$ cat src/rtl/wb_master_arb2_pkg.sv
`default_nettype none
// +----------------------------------------------------------------------+
// | wb_master_arb2_pkg                                                   |
// | Shared types and defaults for the two-requester Wishbone master.     |
// | Rev 1.0                                                              |
// +----------------------------------------------------------------------+
package wb_master_arb2_pkg;

  typedef enum logic [1:0] {
    ST_IDLE = 2'd0,
    ST_BUS  = 2'd1,
    ST_DONE = 2'd2
  } state_e;

  // 0 = requester 0, 1 = requester 1
  typedef logic owner_t;

  localparam int          DEF_AW      = 32;
  localparam int          DEF_DW      = 32;
  localparam int unsigned DEF_TIMEOUT = 255;

  function automatic owner_t owner_of(input logic [1:0] gnt);
    return gnt[1];
  endfunction

endpackage
`default_nettype wire

$ cat src/rtl/wb_master_arb2_rr_pick2.sv
`default_nettype none
// +----------------------------------------------------------------------+
// | rr_pick2                                                             |
// | Combinational two-way round-robin picker; returns a one-hot grant.   |
// | Rev 1.0                                                              |
// +----------------------------------------------------------------------+
module rr_pick2
  import wb_master_arb2_pkg::*;
(
  input  logic [1:0] req_i,
  input  owner_t     last_i,
  output logic [1:0] gnt_o
);

  always_comb begin
    gnt_o = 2'b00;
    case (req_i)
      2'b01:   gnt_o = 2'b01;
      2'b10:   gnt_o = 2'b10;
      // On a tie the requester that did not own the bus last time wins.
      2'b11:   gnt_o = last_i ? 2'b01 : 2'b10;
      default: gnt_o = 2'b00;
    endcase
  end

endmodule
`default_nettype wire

$ cat src/rtl/wb_master_arb2.sv
`default_nettype none
// +----------------------------------------------------------------------+
// | wb_master_arb2                                                       |
// | Round-robin two-requester Wishbone B4 classic single-transfer master |
// | with a programmable ACK timeout.                                     |
// | Rev 1.0                                                              |
// +----------------------------------------------------------------------+
module wb_master_arb2
  import wb_master_arb2_pkg::*;
#(
  parameter int          AW      = DEF_AW,
  parameter int          DW      = DEF_DW,
  parameter int unsigned TIMEOUT = DEF_TIMEOUT
) (
  input  logic          CLK_I,
  input  logic          RST_I,

  input  logic          req0_i,
  input  logic          we0_i,
  input  logic [AW-1:0] adr0_i,
  input  logic [DW-1:0] dat0_i,
  output logic          done0_o,
  output logic          err0_o,
  output logic [DW-1:0] rdat0_o,

  input  logic          req1_i,
  input  logic          we1_i,
  input  logic [AW-1:0] adr1_i,
  input  logic [DW-1:0] dat1_i,
  output logic          done1_o,
  output logic          err1_o,
  output logic [DW-1:0] rdat1_o,

  output logic [1:0]    gnt_o,

  output logic          CYC_O,
  output logic          STB_O,
  output logic          WE_O,
  output logic [AW-1:0] ADR_O,
  output logic [DW-1:0] DAT_O,
  input  logic [DW-1:0] DAT_I,
  input  logic          ACK_I
);

  localparam int             CW       = (TIMEOUT > 0) ? $clog2(TIMEOUT + 1) : 1;
  localparam logic [CW-1:0]  CNT_SAT  = CW'(TIMEOUT);
  localparam bit             TO_EN    = (TIMEOUT != 0);

  state_e          state_q, state_d;
  owner_t          last_q,  last_d;
  logic [CW-1:0]   cnt_q,   cnt_d;
  logic [1:0]      gnt_q,   gnt_d;
  logic            cyc_q,   cyc_d;
  logic            we_q,    we_d;
  logic [AW-1:0]   adr_q,   adr_d;
  logic [DW-1:0]   dat_q,   dat_d;
  logic            done0_q, done0_d;
  logic            done1_q, done1_d;
  logic            err0_q,  err0_d;
  logic            err1_q,  err1_d;
  logic [DW-1:0]   rdat0_q, rdat0_d;
  logic [DW-1:0]   rdat1_q, rdat1_d;

  logic [1:0]      pick;
  owner_t          owner;
  logic [CW-1:0]   cnt_inc;
  logic            bus_end;

  rr_pick2 u_pick (
    .req_i  ({req1_i, req0_i}),
    .last_i (last_q),
    .gnt_o  (pick)
  );

  assign owner   = owner_of(gnt_q);
  assign cnt_inc = (cnt_q != CNT_SAT) ? cnt_q + 1'b1 : cnt_q;

  always_comb begin
    state_d = state_q;
    last_d  = last_q;
    cnt_d   = cnt_q;
    gnt_d   = gnt_q;
    cyc_d   = cyc_q;
    we_d    = we_q;
    adr_d   = adr_q;
    dat_d   = dat_q;
    done0_d = 1'b0;
    done1_d = 1'b0;
    err0_d  = 1'b0;
    err1_d  = 1'b0;
    rdat0_d = rdat0_q;
    rdat1_d = rdat1_q;
    bus_end = 1'b0;

    case (state_q)
      ST_IDLE: begin
        cnt_d = '0;
        if (pick != 2'b00) begin
          gnt_d   = pick;
          last_d  = pick[1];
          cyc_d   = 1'b1;
          we_d    = pick[1] ? we1_i  : we0_i;
          adr_d   = pick[1] ? adr1_i : adr0_i;
          dat_d   = pick[1] ? dat1_i : dat0_i;
          state_d = ST_BUS;
        end
      end

      ST_BUS: begin
        // ACK is tested first so it wins over a timeout on the same edge.
        if (ACK_I) begin
          bus_end = 1'b1;
          if (owner) begin
            done1_d = 1'b1;
            if (!we_q) rdat1_d = DAT_I;
          end else begin
            done0_d = 1'b1;
            if (!we_q) rdat0_d = DAT_I;
          end
        end else begin
          cnt_d = cnt_inc;
          if (TO_EN && (cnt_inc == CNT_SAT)) begin
            bus_end = 1'b1;
            if (owner) err1_d = 1'b1;
            else       err0_d = 1'b1;
          end
        end
      end

      ST_DONE: begin
        cnt_d   = '0;
        state_d = ST_IDLE;
      end

      default: begin
        state_d = ST_IDLE;
      end
    endcase

    if (bus_end) begin
      cyc_d   = 1'b0;
      we_d    = 1'b0;
      adr_d   = '0;
      dat_d   = '0;
      gnt_d   = 2'b00;
      state_d = ST_DONE;
    end
  end

  always_ff @(posedge CLK_I) begin
    if (RST_I) begin
      state_q <= ST_IDLE;
      last_q  <= 1'b1;
      cnt_q   <= '0;
      gnt_q   <= 2'b00;
      cyc_q   <= 1'b0;
      we_q    <= 1'b0;
      adr_q   <= '0;
      dat_q   <= '0;
      done0_q <= 1'b0;
      done1_q <= 1'b0;
      err0_q  <= 1'b0;
      err1_q  <= 1'b0;
      rdat0_q <= '0;
      rdat1_q <= '0;
    end else begin
      state_q <= state_d;
      last_q  <= last_d;
      cnt_q   <= cnt_d;
      gnt_q   <= gnt_d;
      cyc_q   <= cyc_d;
      we_q    <= we_d;
      adr_q   <= adr_d;
      dat_q   <= dat_d;
      done0_q <= done0_d;
      done1_q <= done1_d;
      err0_q  <= err0_d;
      err1_q  <= err1_d;
      rdat0_q <= rdat0_d;
      rdat1_q <= rdat1_d;
    end
  end

  assign CYC_O   = cyc_q;
  assign STB_O   = cyc_q;
  assign WE_O    = we_q;
  assign ADR_O   = adr_q;
  assign DAT_O   = dat_q;
  assign gnt_o   = gnt_q;
  assign done0_o = done0_q;
  assign done1_o = done1_q;
  assign err0_o  = err0_q;
  assign err1_o  = err1_q;
  assign rdat0_o = rdat0_q;
  assign rdat1_o = rdat1_q;

endmodule
`default_nettype wire
$ cat config.mk
export PLATFORM = sky130hd
export DESIGN_NAME = wb_master_arb2
export DESIGN_NICKNAME = d
export VERILOG_FILES = /design/src/rtl/wb_master_arb2_pkg.sv /design/src/rtl/wb_master_arb2_rr_pick2.sv /design/src/rtl/wb_master_arb2.sv
export SDC_FILE = /design/constraint.sdc
export NUM_CORES = 1
export LEC_CHECK = 0
export CORE_ASPECT_RATIO = 0.6
export CORE_MARGIN = 2
export CORE_UTILIZATION = 44
export CTS_CLUSTER_DIAMETER = 40
export CTS_CLUSTER_SIZE = 20
export DETAILED_ROUTE_END_ITERATION = 12
export GPL_TIMING_DRIVEN = 0
export PLACE_DENSITY = 0.86
export SLEW_MARGIN = 20
export SYNTH_ARGS = -nofsm -noshare
export SYNTH_HDL_FRONTEND = slang
export SYNTH_SLANG_ARGS = --single-unit
$ cat constraint.sdc
create_clock -name CLK_I -period 6.4 [get_ports CLK_I]
set_input_delay 0.96 -clock CLK_I [delete_from_list [all_inputs] [get_ports CLK_I]]
set_output_delay 0.96 -clock CLK_I [all_outputs]
set_load 0.05 [all_outputs]
* Word-level counts from Yosys, hierarchy flattened
Cells that the tools add are included.
** Cells by class
- $add $sub $neg :: 1
- Equal/unequal tests :: 11
- Muxes and demuxes :: 16
- Bitwise logic cells :: 5
- Reductions and logical operators :: 13
** Operators by type and width (number)
- $mux 32 :: 2
- $mux 8 :: 2
- $pmux 8 s2 :: 1
- $add 8x1->8 const B :: 1
- $eq 8x8->1 const B :: 1
- $ne 8x8->1 const B :: 1
- $reduce_and 2->1 :: 4
- $reduce_and 4->1 :: 2
- $eq 2x2->1 const B :: 3
- $mux 1 :: 6
- $mux 2 :: 3
- $ne 2x2->1 const B :: 3
- $pmux 2 s3 :: 1
- $not 1->1 :: 5
- $eq 2x1->1 const B :: 2
- $pmux 2 s2 :: 1
- $reduce_bool 2->1 :: 2
- $reduce_or 2->1 :: 2
- $reduce_or 4->1 :: 1
- $ne 3x3->1 const B :: 1
- $reduce_or 3->1 :: 1
- $logic_not 2->1 :: 1
** Storage, ports and cells
- Register bits after elaboration :: 147
- Bits of input ports :: 167
- Output and inout port bits :: 137
- Word-level logic and storage cells :: 61

* Longest topological paths before layout
- Word-level depth :: 8
- Gate-level depth with buffers :: 9
- Gate-level depth less buffers :: 6

* Cells and area by module
A second synthesis with hierarchy kept.
** Second synthesis, totals
- Cell total of the unflattened synthesis :: 687
- Area, all modules :: 5945.7 µm²
** Modules (own cells, without submodules)
- wb_master_arb2 :: instances 1, cells each 684, area each 5926.9 µm²
- rr_pick2 :: instances 1, cells each 3, area each 18.8 µm²

* Worst setup path before layout
Ideal clock, no wire load.
- Path type :: input-to-reg
- From :: input port req1_i
- To :: register we_q (netlist: WE_O)
- Library setup time :: 0.128 ns
- Data arrival time :: 2.227 ns
- Data required time :: 6.272 ns
- Setup slack :: 4.045 ns
- Stages on the path :: 7
- Buffers on the path :: 2
- Cell sequence :: a21boi_1 -> buf_1 -> buf_2 -> mux2i_1 -> nand2_1 -> o211ai_1 -> nor2_1
** Between the ends
- Longest elaborated chain between the ends :: 4
- Elaborated cells on any way between the ends :: 7
- Classes of those cells :: 3 x eq/ne; 2 x mux; 2 x reduce/logical
** Ends and longest elaborated chain
- from (decl) :: line wb_master_arb2.sv:26 : input logic req1_i,
- $eq 2x2->1 / $eq 2x1->1 (equally long branches) :: line wb_master_arb2_rr_pick2.sv:17 : case (req_i)
- $pmux 2 s3 (*) :: line wb_master_arb2_rr_pick2.sv:17
- $reduce_bool 2->1 :: line wb_master_arb2.sv:98 : if (pick != 2'b00) begin
- $reduce_and 2->1 (no source line)
- to (signal assigned) :: line wb_master_arb2.sv:172 : we_q <= we_d;
- to (decl) :: line wb_master_arb2.sv:54 : logic we_q, we_d;
Mark *: on every way between the ends. The rest lies on a longest branch, timed or not.
A chain may end at the register's enable or synchronous reset.

* Worst setup path after layout
Ends and elaborated chain as after synthesis.

==> impl_metrics.toml <==
[floorplan]
die_y_microns = 95.8
core_area_sq_mm = 0.0137
die-area_sq_mm = 0.0150
start_util_pct = 45.2
row_count = 33
die_w_microns = 157
num_io_pins = 304

[power_and_ir_drop]
swShare_pct = 33.5
finalPower_uw = 2740
p_int_uw = 1820
power_density_mw_per_mm2 = 273
combPwrFrac_pct = 27.2
p_leak_uw = 0.00375
max-vdd-ir-drop_mv = 0.179
power_frac_clock_pct = 35.3
p_seq_share_pct = 37.5
p_sw_uw = 919

[global_routing]
antenna_found_initial = 0
grt_max_degree = 17
grt_usage_pct = 27.6
grt_pass1_vias = 6443
grt_pass1_wl_microns = 32400
overflow = 0

[clock_tree]
insertion_delay_ps = 410
clk_pin_slew_ps = 60
cts_tree = "done"
clockBufferDepth = 2
clock-sinks = 147
cts-root-buf = "clkbuf_16"
cts_made_buffers = 17
cts_resized = 0
cts_hold_buf = 0
h-tree-depth = 4
postCtsSetupRepairBufs = 0

[place]
io_buffer_count = 303
globalplace.congestion = 0.878
dp_hpwl_microns = 16000
dp_cells = 1243
place_ws_ps = 2910

[yosys]
syn_avg_cell_area_sq_um = 8.26
syn_inst = 748
synth-seq-cells = 147
yosysWarnings = 0
synth_area_sq_mm = 0.00618
yosys.cell_types.count = 43
ys_seq_area_share_pct = 47.6
syn-num-nets = 916

[worst_setup_path]
cp_data_required_time_ps = 6670
r2r_start = "cnt_q[0]$_SDFFE_PP0P_"
endpoint_kind = "flip-flop"
crit_type = "in2reg"
crit_arrival_ps = 3360
r2r_cells = 7
worstSetupStartpointType = "input pin"
r2r-end = "ADR_O[31]$_SDFFE_PP0P_"
crit_path_max_fanout = 10
reg2reg_slack_ps = 3690

[worst_hold_path]
min-delay-start = "rdat1_o[10]$_SDFFE_PP0P_"
hold_path.class = "reg2reg"
holdPathEnd = "rdat1_o[10]$_SDFFE_PP0P_"
min_delay_path_depth = 2

[sta]
setup_slack_ps = 3310
finalHoldViolCount = 0
finalClockSkew_ps = 10.1
fin_tns_setup_ps = 0
maxSlewViolCount = 0
setup_viol = 0
period_needed_ps = 3090
max_freq_ghz = 0.324
rsz0062_at_grt = "no"
worst_pin_slew_ps = 751
max_slew_margin_pct = 49.9
period_share_pct = 48.2

[final_layout]
drive_gt1_share_pct = 4.34
mostFrequentLayoutCells = "clkdlybuf4s50_1, nand2_1, dfxtp_1"
layout.nets = 1238
final_common_cell = "clkdlybuf4s50_1"
antennaDiodeCount = 0
stdcell_count = 1275
area_growth_pct = 62.3

[detailed_routing]
vias = 6489
final_antenna_net_count = 0
drt-initial-drc-count = 310
drc = 0
wl_microns = 20800
viasPerCell = 5.09
first_pass_iters = 7
wire_per_inst_microns = 16.3

[status]
status = "finished clean"

[job]
max-cap-violations = 0
-- through the flow --
stage	utilization, %	instance area, sq um	hold WS [ps]
5_1_grt	73.4	10000	471
4_1_cts	73.4	10000	457
3_3_place_gp	69.2	9450	441
3_5_place_dp	69.2	9450	449
6_report	73.4	10000	457
2_1_floorplan	-	6180	438
-- power by group through the flow --
stage                     clock network [uW]  logic, uW  registers (uW)
final                                    968        746            1030
after floorplan                            0        200            1280
after detailed placement                   0        747            1040
after global placement                     0        737            1040
after global routing                    1020        792            1030
after CTS                                977        749            1030
-- routing by layer --
metal  vias to the layer above  routed length [microns]  global-route usage [%]
met4                         0                      336                    9.10
met2                       240                     9620                    45.5
met5                         -                        0                       0
met1                      3024                     9260                    35.6
li1                       3200                        -                       -
met3                        25                     1630                    7.02
-- final cells by class --
type                            count  area [sq um]
Fill cell                        1064          3640
Timing Repair Buffer              303          3030
Multi-Input combinational cell    536          2970
Sequential cell                   147          2940
Clock buffer                       18           429
Buffer                             64           265
Tap cell                          192           240
Clock inverter                     14           146
Inverter                            1          3.75
-- kinds of logic (layout without fill, tap and decap cells) --
logic type / after synthesis / in the layout / share of synthesized area [%]
adders and majority gates: 1 / 1 / 0.202
buffers and inverters: 65 / 400 / 4.35
AOI/OAI and AO/OA: 149 / 149 / 15.3
DFF: 147 / 147 / 47.6
and+or+nand+nor: 317 / 317 / 21.3
muxes: 68 / 68 / 11.0
xor gates and xnor gates: 1 / 1 / 0.142
-- registers in the layout (all words and copies together) (netlist names) --
| signal | count |
|---|---|
| state_q | 2 |
| done0_o | 1 |
| err1_o | 1 |
| cnt_q | 8 |
| rdat0_o | 32 |
| CYC_O | 1 |
| WE_O | 1 |
| ADR_O | 32 |
| err0_o | 1 |
| last_q | 1 |
| done1_o | 1 |
| DAT_O | 32 |
| rdat1_o | 32 |
| gnt_o | 2 |
-- worst max-delay path, cell delays in order --
cell             delay (ps)
clkdlybuf4s50_1         490
a21boi_1                260
buf_1                   610
buf_2                   500
mux2i_1                 290
nand2_1                  90
o211ai_1                100
nor2_1                   50
-- worst max-delay path by stage --
stage                              to  slack, ps   start
6_report            WE_O$_SDFFE_PP0P_       3310  req1_i
5_1_grt             WE_O$_SDFFE_PP0P_       3180  req1_i
4_1_cts        ADR_O[22]$_SDFFE_PP0P_       3330  req1_i
3_5_place_dp   ADR_O[22]$_SDFFE_PP0P_       2910  req1_i
3_3_place_gp   ADR_O[25]$_SDFFE_PP0P_       2860  req1_i
2_1_floorplan       WE_O$_SDFFE_PP0P_       4050  req1_i
-- synthesized netlist by cell type, drive strengths merged --
master     n  area, sq um
nand2    203          762
dfxtp    147         2940
nor2      77          289
a21oi     70          350
mux2i     68          681
o211ai    66          495
clkbuf    48          180
buf       16         85.1
nand3      7         35.0
nor3       5         25.0
nor3b      4         30.0
and3       3         23.8
nand3b     3         22.5
o21ai      3         15.0
a21boi     2         15.0
nand2b     2         12.5
nand4      2         12.5
nor2b      2         12.5
a211oi     1         12.5
a311oi     1         8.76
a31o       1         8.76
a31oi      1         6.26
a32oi      1         8.76
and2       1         6.26
and3b      1         8.76
and4       1         8.76
and4bb     1         12.5
ha         1         12.5
inv        1         3.75
nor4b      1         23.8
o211a      1         10.0
o21a       1         7.51
o2bb2ai    1         8.76
or2        1         6.26
or3        1         6.26
or4        1         11.3
or4b       1         10.0
xor2       1         8.76
Note: power is estimated with default switching activity, not from simulation.
